File: src/rtl/multicycle_control_unit.sv
// Moore-style multi-cycle RV32I controller: sequences fetch/decode/execute/writeback over 3-5 cycles
// for a datapath with one shared ALU and one unified memory port, with a sticky illegal trap.
module multicycle_control_unit #(
   parameter int unsigned INSTR_WIDTH    = 32,
   parameter int unsigned ALU_CTRL_WIDTH = 4,
   parameter bit          MEM_WAIT_EN    = 1'b1
) (
   input  logic                      clk,
   input  logic                      rst,
   input  logic [INSTR_WIDTH-1:0]    instr_i,
   input  logic                      zero_i,
   input  logic                      lt_i,
   input  logic                      ltu_i,
   input  logic                      mem_ready_i,
   output logic                      PCWrite_o,
   output logic                      AdrSrc_o,
   output logic                      MemWrite_o,
   output logic                      IRWrite_o,
   output logic [1:0]                ResultSrc_o,
   output logic [1:0]                ALUSrcA_o,
   output logic [1:0]                ALUSrcB_o,
   output logic [ALU_CTRL_WIDTH-1:0] ALUControl_o,
   output logic [2:0]                ImmSrc_o,
   output logic                      RegWrite_o,
   output logic                      instr_done_o,
   output logic                      illegal_o
);

   localparam logic [6:0] OpLoad  = 7'b0000011;
   localparam logic [6:0] OpStore = 7'b0100011;
   localparam logic [6:0] OpR     = 7'b0110011;
   localparam logic [6:0] OpI     = 7'b0010011;
   localparam logic [6:0] OpBr    = 7'b1100011;
   localparam logic [6:0] OpJal   = 7'b1101111;
   localparam logic [6:0] OpJalr  = 7'b1100111;
   localparam logic [6:0] OpLui   = 7'b0110111;
   localparam logic [6:0] OpAuipc = 7'b0010111;

   localparam logic [ALU_CTRL_WIDTH-1:0] AluAdd   = ALU_CTRL_WIDTH'(0);
   localparam logic [ALU_CTRL_WIDTH-1:0] AluSub   = ALU_CTRL_WIDTH'(1);
   localparam logic [ALU_CTRL_WIDTH-1:0] AluAnd   = ALU_CTRL_WIDTH'(2);
   localparam logic [ALU_CTRL_WIDTH-1:0] AluOr    = ALU_CTRL_WIDTH'(3);
   localparam logic [ALU_CTRL_WIDTH-1:0] AluXor   = ALU_CTRL_WIDTH'(4);
   localparam logic [ALU_CTRL_WIDTH-1:0] AluSlt   = ALU_CTRL_WIDTH'(5);
   localparam logic [ALU_CTRL_WIDTH-1:0] AluSltu  = ALU_CTRL_WIDTH'(6);
   localparam logic [ALU_CTRL_WIDTH-1:0] AluSll   = ALU_CTRL_WIDTH'(7);
   localparam logic [ALU_CTRL_WIDTH-1:0] AluSrl   = ALU_CTRL_WIDTH'(8);
   localparam logic [ALU_CTRL_WIDTH-1:0] AluSra   = ALU_CTRL_WIDTH'(9);
   localparam logic [ALU_CTRL_WIDTH-1:0] AluPassB = ALU_CTRL_WIDTH'(10);

   typedef enum logic [3:0] {
      StFetch, StDecode, StMemAdr, StMemRead, StMemWb, StMemWrite, StExecR, StExecI,
      StAluWb, StBranch, StJal, StJalr1, StJalr2, StLui, StAuipc, StTrap
   } state_e;

   state_e state_q, state_d;

   logic [6:0] opcode, funct7;
   logic [2:0] funct3;
   logic       ready, is_load, r_illegal, mem_illegal, br_illegal, br_taken, alt;
   logic [ALU_CTRL_WIDTH-1:0] alu_func;
   logic       unused_bits;

   assign opcode      = instr_i[6:0];
   assign funct3      = instr_i[14:12];
   assign funct7      = instr_i[31:25];
   assign unused_bits = ^{instr_i[24:15], instr_i[11:7]};

   // With waits disabled the memory is assumed to answer in the same cycle.
   assign ready   = MEM_WAIT_EN ? mem_ready_i : 1'b1;
   assign is_load = (opcode == OpLoad);
   // funct7[5] picks sub only for R-type; srai/sra use it in both formats.
   assign alt     = (opcode == OpR) && funct7[5];

   assign r_illegal = !((funct7 == 7'h00) ||
                        ((funct7 == 7'h20) && ((funct3 == 3'b000) || (funct3 == 3'b101))));
   assign mem_illegal = is_load ? (funct3 == 3'b011 || funct3 == 3'b110 || funct3 == 3'b111)
                                : (funct3[2] || (funct3 == 3'b011));

   always_comb begin
      br_taken   = 1'b0;
      br_illegal = 1'b0;
      unique case (funct3)
         3'b000:  br_taken = zero_i;
         3'b001:  br_taken = !zero_i;
         3'b100:  br_taken = lt_i;
         3'b101:  br_taken = !lt_i;
         3'b110:  br_taken = ltu_i;
         3'b111:  br_taken = !ltu_i;
         default: br_illegal = 1'b1;
      endcase
   end

   always_comb begin
      alu_func = AluAdd;
      unique case (funct3)
         3'b000: alu_func = alt ? AluSub : AluAdd;
         3'b001: alu_func = AluSll;
         3'b010: alu_func = AluSlt;
         3'b011: alu_func = AluSltu;
         3'b100: alu_func = AluXor;
         3'b101: alu_func = funct7[5] ? AluSra : AluSrl;
         3'b110: alu_func = AluOr;
         3'b111: alu_func = AluAnd;
      endcase
   end

   always_ff @(posedge clk) begin
      if (rst) state_q <= StFetch;
      else     state_q <= state_d;
   end

   always_comb begin
      state_d = state_q;
      unique case (state_q)
         StFetch:    state_d = ready ? StDecode : StFetch;
         StDecode: begin
            case (opcode)
               OpLoad, OpStore: state_d = StMemAdr;
               OpR:             state_d = StExecR;
               OpI:             state_d = StExecI;
               OpBr:            state_d = StBranch;
               OpJal:           state_d = StJal;
               OpJalr:          state_d = StJalr1;
               OpLui:           state_d = StLui;
               OpAuipc:         state_d = StAuipc;
               default:         state_d = StTrap;
            endcase
         end
         StMemAdr:   state_d = mem_illegal ? StTrap : (is_load ? StMemRead : StMemWrite);
         StMemRead:  state_d = ready ? StMemWb : StMemRead;
         StMemWb:    state_d = StFetch;
         StMemWrite: state_d = ready ? StFetch : StMemWrite;
         StExecR:    state_d = r_illegal ? StTrap : StAluWb;
         StExecI:    state_d = StAluWb;
         StAluWb:    state_d = StFetch;
         StBranch:   state_d = br_illegal ? StTrap : StFetch;
         StJal:      state_d = StAluWb;
         StJalr1:    state_d = StJalr2;
         StJalr2:    state_d = StAluWb;
         StLui:      state_d = StAluWb;
         StAuipc:    state_d = StAluWb;
         StTrap:     state_d = StTrap;
         default:    state_d = StFetch;
      endcase
   end

   always_comb begin
      PCWrite_o    = 1'b0;
      AdrSrc_o     = 1'b0;
      MemWrite_o   = 1'b0;
      IRWrite_o    = 1'b0;
      ResultSrc_o  = 2'b00;
      ALUSrcA_o    = 2'b00;
      ALUSrcB_o    = 2'b00;
      ALUControl_o = AluAdd;
      RegWrite_o   = 1'b0;
      instr_done_o = 1'b0;
      illegal_o    = 1'b0;
      unique case (state_q)
         StFetch: begin
            ALUSrcB_o   = 2'b10;
            ResultSrc_o = 2'b10;
            IRWrite_o   = ready;
            PCWrite_o   = ready;
         end
         StDecode: begin
            ALUSrcA_o = 2'b01;
            ALUSrcB_o = 2'b01;
         end
         StMemAdr: begin
            ALUSrcA_o = 2'b10;
            ALUSrcB_o = 2'b01;
         end
         StMemRead:  AdrSrc_o = 1'b1;
         StMemWb: begin
            ResultSrc_o  = 2'b01;
            RegWrite_o   = 1'b1;
            instr_done_o = 1'b1;
         end
         StMemWrite: begin
            AdrSrc_o     = 1'b1;
            MemWrite_o   = 1'b1;
            instr_done_o = ready;
         end
         StExecR: begin
            ALUSrcA_o    = 2'b10;
            ALUControl_o = alu_func;
         end
         StExecI: begin
            ALUSrcA_o    = 2'b10;
            ALUSrcB_o    = 2'b01;
            ALUControl_o = alu_func;
         end
         StAluWb: begin
            RegWrite_o   = 1'b1;
            instr_done_o = 1'b1;
         end
         StBranch: begin
            ALUSrcA_o    = 2'b10;
            ALUControl_o = AluSub;
            PCWrite_o    = br_taken && !br_illegal;
            instr_done_o = !br_illegal;
         end
         StJal: begin
            ALUSrcA_o = 2'b01;
            ALUSrcB_o = 2'b10;
            PCWrite_o = 1'b1;
         end
         StJalr1: begin
            ALUSrcA_o = 2'b10;
            ALUSrcB_o = 2'b01;
         end
         StJalr2: begin
            ALUSrcA_o = 2'b01;
            ALUSrcB_o = 2'b10;
            PCWrite_o = 1'b1;
         end
         StLui: begin
            ALUSrcB_o    = 2'b01;
            ALUControl_o = AluPassB;
         end
         StAuipc: begin
            ALUSrcA_o = 2'b01;
            ALUSrcB_o = 2'b01;
         end
         StTrap:     illegal_o = 1'b1;
         default:    ;
      endcase
      // An instruction interrupted by reset must not commit anything.
      if (rst) begin
         PCWrite_o    = 1'b0;
         IRWrite_o    = 1'b0;
         MemWrite_o   = 1'b0;
         RegWrite_o   = 1'b0;
         instr_done_o = 1'b0;
      end
   end

   always_comb begin
      unique case (opcode)
         OpStore:        ImmSrc_o = 3'b001;
         OpBr:           ImmSrc_o = 3'b010;
         OpJal:          ImmSrc_o = 3'b011;
         OpLui, OpAuipc: ImmSrc_o = 3'b100;
         default:        ImmSrc_o = 3'b000;
      endcase
   end

endmodule

File: config.mk
export PLATFORM = sky130hd
export DESIGN_NAME = multicycle_control_unit
export DESIGN_NICKNAME = d
export VERILOG_FILES = /design/src/rtl/multicycle_control_unit.sv
export SDC_FILE = /design/constraint.sdc
export NUM_CORES = 1
export LEC_CHECK = 0
export ABC_CLOCK_PERIOD_IN_PS = 2300
export CORE_MARGIN = 2
export CORE_UTILIZATION = 37
export DETAILED_ROUTE_END_ITERATION = 8
export GPL_TIMING_DRIVEN = 0
export PLACE_DENSITY = 0.81
export SYNTH_ARGS = -nofsm -noshare
export SYNTH_HDL_FRONTEND = slang
export SYNTH_SLANG_ARGS = --single-unit
File: constraint.sdc
create_clock -name clk -period 2.3 [get_ports clk]
set_input_delay 0.345 -clock clk [delete_from_list [all_inputs] [get_ports clk]]
set_output_delay 0.345 -clock clk [all_outputs]
set_load 0.05 [all_outputs]
# == After elaboration in Yosys (flattened, before gate mapping) ==
# Index checks and enable logic that the tools add are counted.
# Widths: inputs -> output; s select.
# word_totals
out_inout_bits,20
wordCells,90
ff_bits,4
# classes
n_mux,31
eq_ne,32
reduce_logical,26
# op_table
op,count
$pmux 4 s8,2
$pmux 4 s11,1
$eq 4x4->1 const B,8
$eq 7x6->1 const B,4
$eq 7x7->1 const B,3
$eq 4x3->1 const B,4
$eq 7x5->1 const B,2
$mux 1,14
$eq 3x3->1 const B,4
$mux 3,4
$pmux 2 s2,3
$pmux 3 s4,1
$pmux 4 s3,1
$reduce_or 2->1,6
$reduce_or 6->1,2
$reduce_or 5->1,2
$eq 4x2->1 const B,2
$mux 4,2
$eq 7x2->1 const B,1
$logic_not 7->1,1
$eq 3x2->1 const B,2
$pmux 1 s3,2
$pmux 1 s6,1
$logic_or 1x1->1,5
8 further kinds,12

# == Logic depth before layout (Yosys ltp) ==
# depth
ltp_word,6
ltp_mapped,6

# == Least setup slack after synthesis ==
# Ideal clock, no wire load.
# synth_timing
path_kind,register to output
startpoint,reg state_q[1]
endpoint,out PCWrite_o
t_arrival_ps,3343
t_required_ps,1955
stages_incl_launch_ff,5
n_path_buf,1
path_slack_ps,-1388
cell_sequence,dfxtp_1 clkbuf_1 nor4_1 and3_1 a31o_1
# synth_via
elab_chain_len,4
elab_cells_between_ends,7
# synth_lines
element,line_no,text
from (decl),56,"state_e state_q, state_d;"
from (signal assigned),109,if (rst) state_q <= StFetch;
from (signal assigned),110,else state_q <= state_d;
$eq 4x4->1,160,unique case (state_q)
$reduce_or 2->1 (no line),-,
$pmux 1 s3 (*),160,
$mux 1 (*),231,if (rst) begin
to (decl),15,"output logic PCWrite_o,"
# Mark *: on every way between the ends. The rest lies on a longest branch, timed or not.

# == Worst setup path in the final report ==
# layout_timing
startpoint,in instr_i[1]
endpoint,out ALUControl_o[0]
# layout_via
elab_chain_len,5
# layout_lines
element,line_no,text
from (decl),10,"input logic [INSTR_WIDTH-1:0] instr_i,"
$eq 7x6->1,73,assign alt = (opcode == OpR) && funct7[5];
$logic_and 1x1->1,73,
$mux 1,97,3'b000: alu_func = alt ? AluSub : AluAdd;
$pmux 4 s8,96,unique case (funct3)
$pmux 4 s3,160,
to (decl),22,"output logic [ALU_CTRL_WIDTH-1:0] ALUControl_o,"
# Every way passes these cells.

==> impl_metrics.yaml <==
cts:
  cts-root-buf: "clkbuf_4"
  htree_levels: 1
  cts_made_buffers: 3
  clkLatencyLatePin_ns: 0.23
  postCtsSetupBuffers: 0
  cts_tree: "yes"
  clkSinkCount: 4
  clockBufferDepth: 2
  path_clk_slew_ns: 0.03
final_layout:
  area_delta_synth_final_pct: 52.8
  diodes: 0
  fin_util_pct: 58.2
  final_common_cell: "clkdlybuf4s50_1"
  final_cell_mix: "17 x clkdlybuf4s50_1, 15 x nor2_1, 11 x nand2_1"
  largest_reg_flops: 4
  final_nets: 225
  num-fill-cells: 245
  final_cells: 215
  drive_above_1_share_pct: 22.2
  largest_register: "state_q"
  top_regs: "state_q x4"
setup_path:
  slowest_stage: "clkdlybuf4s50_1"
  worst_path_dominant_cell_family: "buffers and inverters"
  slowest_delay_ns: 0.47
  cp_max_fo: 4
  cp.required_ns: 1.96
  path_cells: "clkdlybuf4s50_1, and2_1, nand3_1, o41a_1, o21ai_2, buf_4"
  path_depth: 6
  crit_type: "primary input to primary output"
  endpoint_kind: "primary output"
  crit_buf_inv: 2
  crit_path_start_kind: "primary input"
  cp.arrival_ns: 1.88
  r2r_cells: 5
power:
  powerDensity_nw_per_um2: 986
  totalPowerFinal_mw: 1.38
  p_leak_nw: 0.573
  peakVddDrop_mv: 0.628
synth:
  yosysTopAreaCell: "dfxtp_1"
  ys_types: 47
  syn_inst: 144
  seq_area_frac_synth_pct: 8.73
  synth_async_sr_flop_share_pct: 0
  avgSynthCellArea_sq_um: 6.37
  netlist.area_leader.share_pct: 8.73
  synth_area_leaders: "dfxtp_1 8.7%, nor2_1 6.5%, nor3_1 5.5%"
  synth-main-ff-cell: "dfxtp_1"
  synthesis.area_sq_um: 917
  synth-seq-cells: 4
  synth.net_count: 182
  synth_edf_count: 0
  yosysWarnings: 0
floorplan:
  coreArea_sq_um: 2410
  die_w_um: 53.8
  dieHeight_um: 53.8
  num_rows: 18
  initial_utilization_pct: 38.1
  dieArea_sq_um: 2890
  io_pins: 58
timing:
  tns_ns: 0
  fmax_ghz: 0.450
  fin_skew_ns: 0.00113
  worstMarginPinSlew_ns: 0.494
  fin_crit_sh_pct: 96.7
  fin_crit_ns: 2.22
  slew_viol_final: 0
  holdWs_ns: 0.555
  max_slew_margin_pct: 67.2
  finalSetupViolations: 0
  hold_viol: 0
grt:
  grtUsageMet2_pct: 36.6
  grtUsageTotal_pct: 20.0
  grt_pass1_wl_mm: 4.40
  grt_overflow_total: 0
  grt-busiest-layer: "met2"
  grt_pass1_vias: 1031
  antenna_found_initial: 0
  grt_max_degree: 11
  grt_use_met3_pct: 0.278
  met1_usage_pct: 26.6
hold_path:
  hold_depth: 4
  hold_path_class: "primary input to register"
place:
  gp_congestion: 0.869
  post-dp-hpwl_mm: 2.18
  io_buffer_count: 39
  dp_cells: 213
drt:
  drc: 0
  postRouteWirelength_mm: 2.76
  drt_first_pass_iters: 4
  viasPerCell: 5.48
  routed_wire_length_per_instance_um: 12.9
  drtIter0Drc: 20
  vias: 1178
  ant_nets: 0
run_status:
  status: "complete, no violations"
flow_run:
  cap_violations: 0
[synthesized netlist by cell type (all sizes together), types with 2 or more instances]
| cell type | number |
|---|---|
| nand3b | 2 |
| nand2b | 5 |
| a21oi | 9 |
| nor2b | 7 |
| nand2 | 11 |
| nor2 | 16 |
| o21ai | 12 |
| xnor2 | 5 |
| a211oi | 2 |
| xor2 | 2 |
| a211o | 2 |
| nor3b | 2 |
| a31oi | 2 |
| and2 | 2 |
| buf | 2 |
| mux2i | 2 |
| nor4 | 3 |
| nand3 | 5 |
| or3 | 3 |
| dfxtp | 4 |
| inv | 4 |
| o22ai | 2 |
| clkbuf | 11 |
| nor3 | 10 |
[through the flow]
stage / cell area (sq um) / setup slack (ns)
4_1_cts: 1410 / 0.00338
6_report: 1400 / 0.0762
5_1_grt: 1400 / -0.00859
2_1_floorplan: 960 / -0.212
3_5_place_dp: 1390 / -0.793
3_3_place_gp: 1390 / -0.765
[timing repair]
| action | 4_1_cts | 5_1_grt |
|---|---|---|
| hold buffers | 0 | 0 |
| pin swaps | 1 | 1 |
| setup endpoints to repair | 20 | 13 |
| gates resized for setup | 60 | 21 |
[final timing paths]
path	to	slack, ns	start
hold reg to reg	state_q[1]$_SDFF_PP0_	0.88	state_q[0]$_SDFF_PP0_
setup / recovery	ALUControl_o[0]	0.08	instr_i[1]
hold / removal	state_q[0]$_SDFF_PP0_	0.55	instr_i[2]
setup reg to reg	state_q[0]$_SDFF_PP0_	0.63	state_q[3]$_SDFF_PP0_
[where the power goes]
group          internal [mW]  total, mW  leakage, nW  switching [mW]
sequential            0.0946      0.125       0.0327          0.0304
clock                 0.0581     0.0823       0.0138          0.0243
combinational          0.406       1.17        0.526           0.768
[logic make-up after synthesis]
| logic type | synth area share (%) |
|---|---|
| buffers and inverters | 7.91 |
| DFF | 8.73 |
| xor gates and xnor gates | 6.68 |
| AOI/OAI and AO/OA | 31.4 |
| muxes | 3.41 |
| and+or+nand+nor | 41.9 |
[worst register-to-register path, stage by stage (launching register included)]
cell,delay [ns]
dfxtp_1,0.52
nand4bb_1,0.32
o211a_1,0.31
a21oi_1,0.18
a31oi_1,0.08
o221ai_1,0.18
[per-layer routing]
metal  routed length, um  part of all wire, %
met2                1410                   51
met4                   0                    0
met3                 142                  5.1
met5                   0                    0
met1                1220                   44
[cell type report]
class / instances / area, sq um / share of cell area, %
Multi-Input combinational cell: 123 / 813 / 58.0
Timing Repair Buffer: 39 / 355 / 25.4
Sequential cell: 4 / 80.1 / 5.71
Buffer: 12 / 77.6 / 5.54
Tap cell: 30 / 37.5 / 2.68
Clock buffer: 3 / 22.5 / 1.61
Inverter: 4 / 15.0 / 1.07
(Power assumes the default switching activity.)
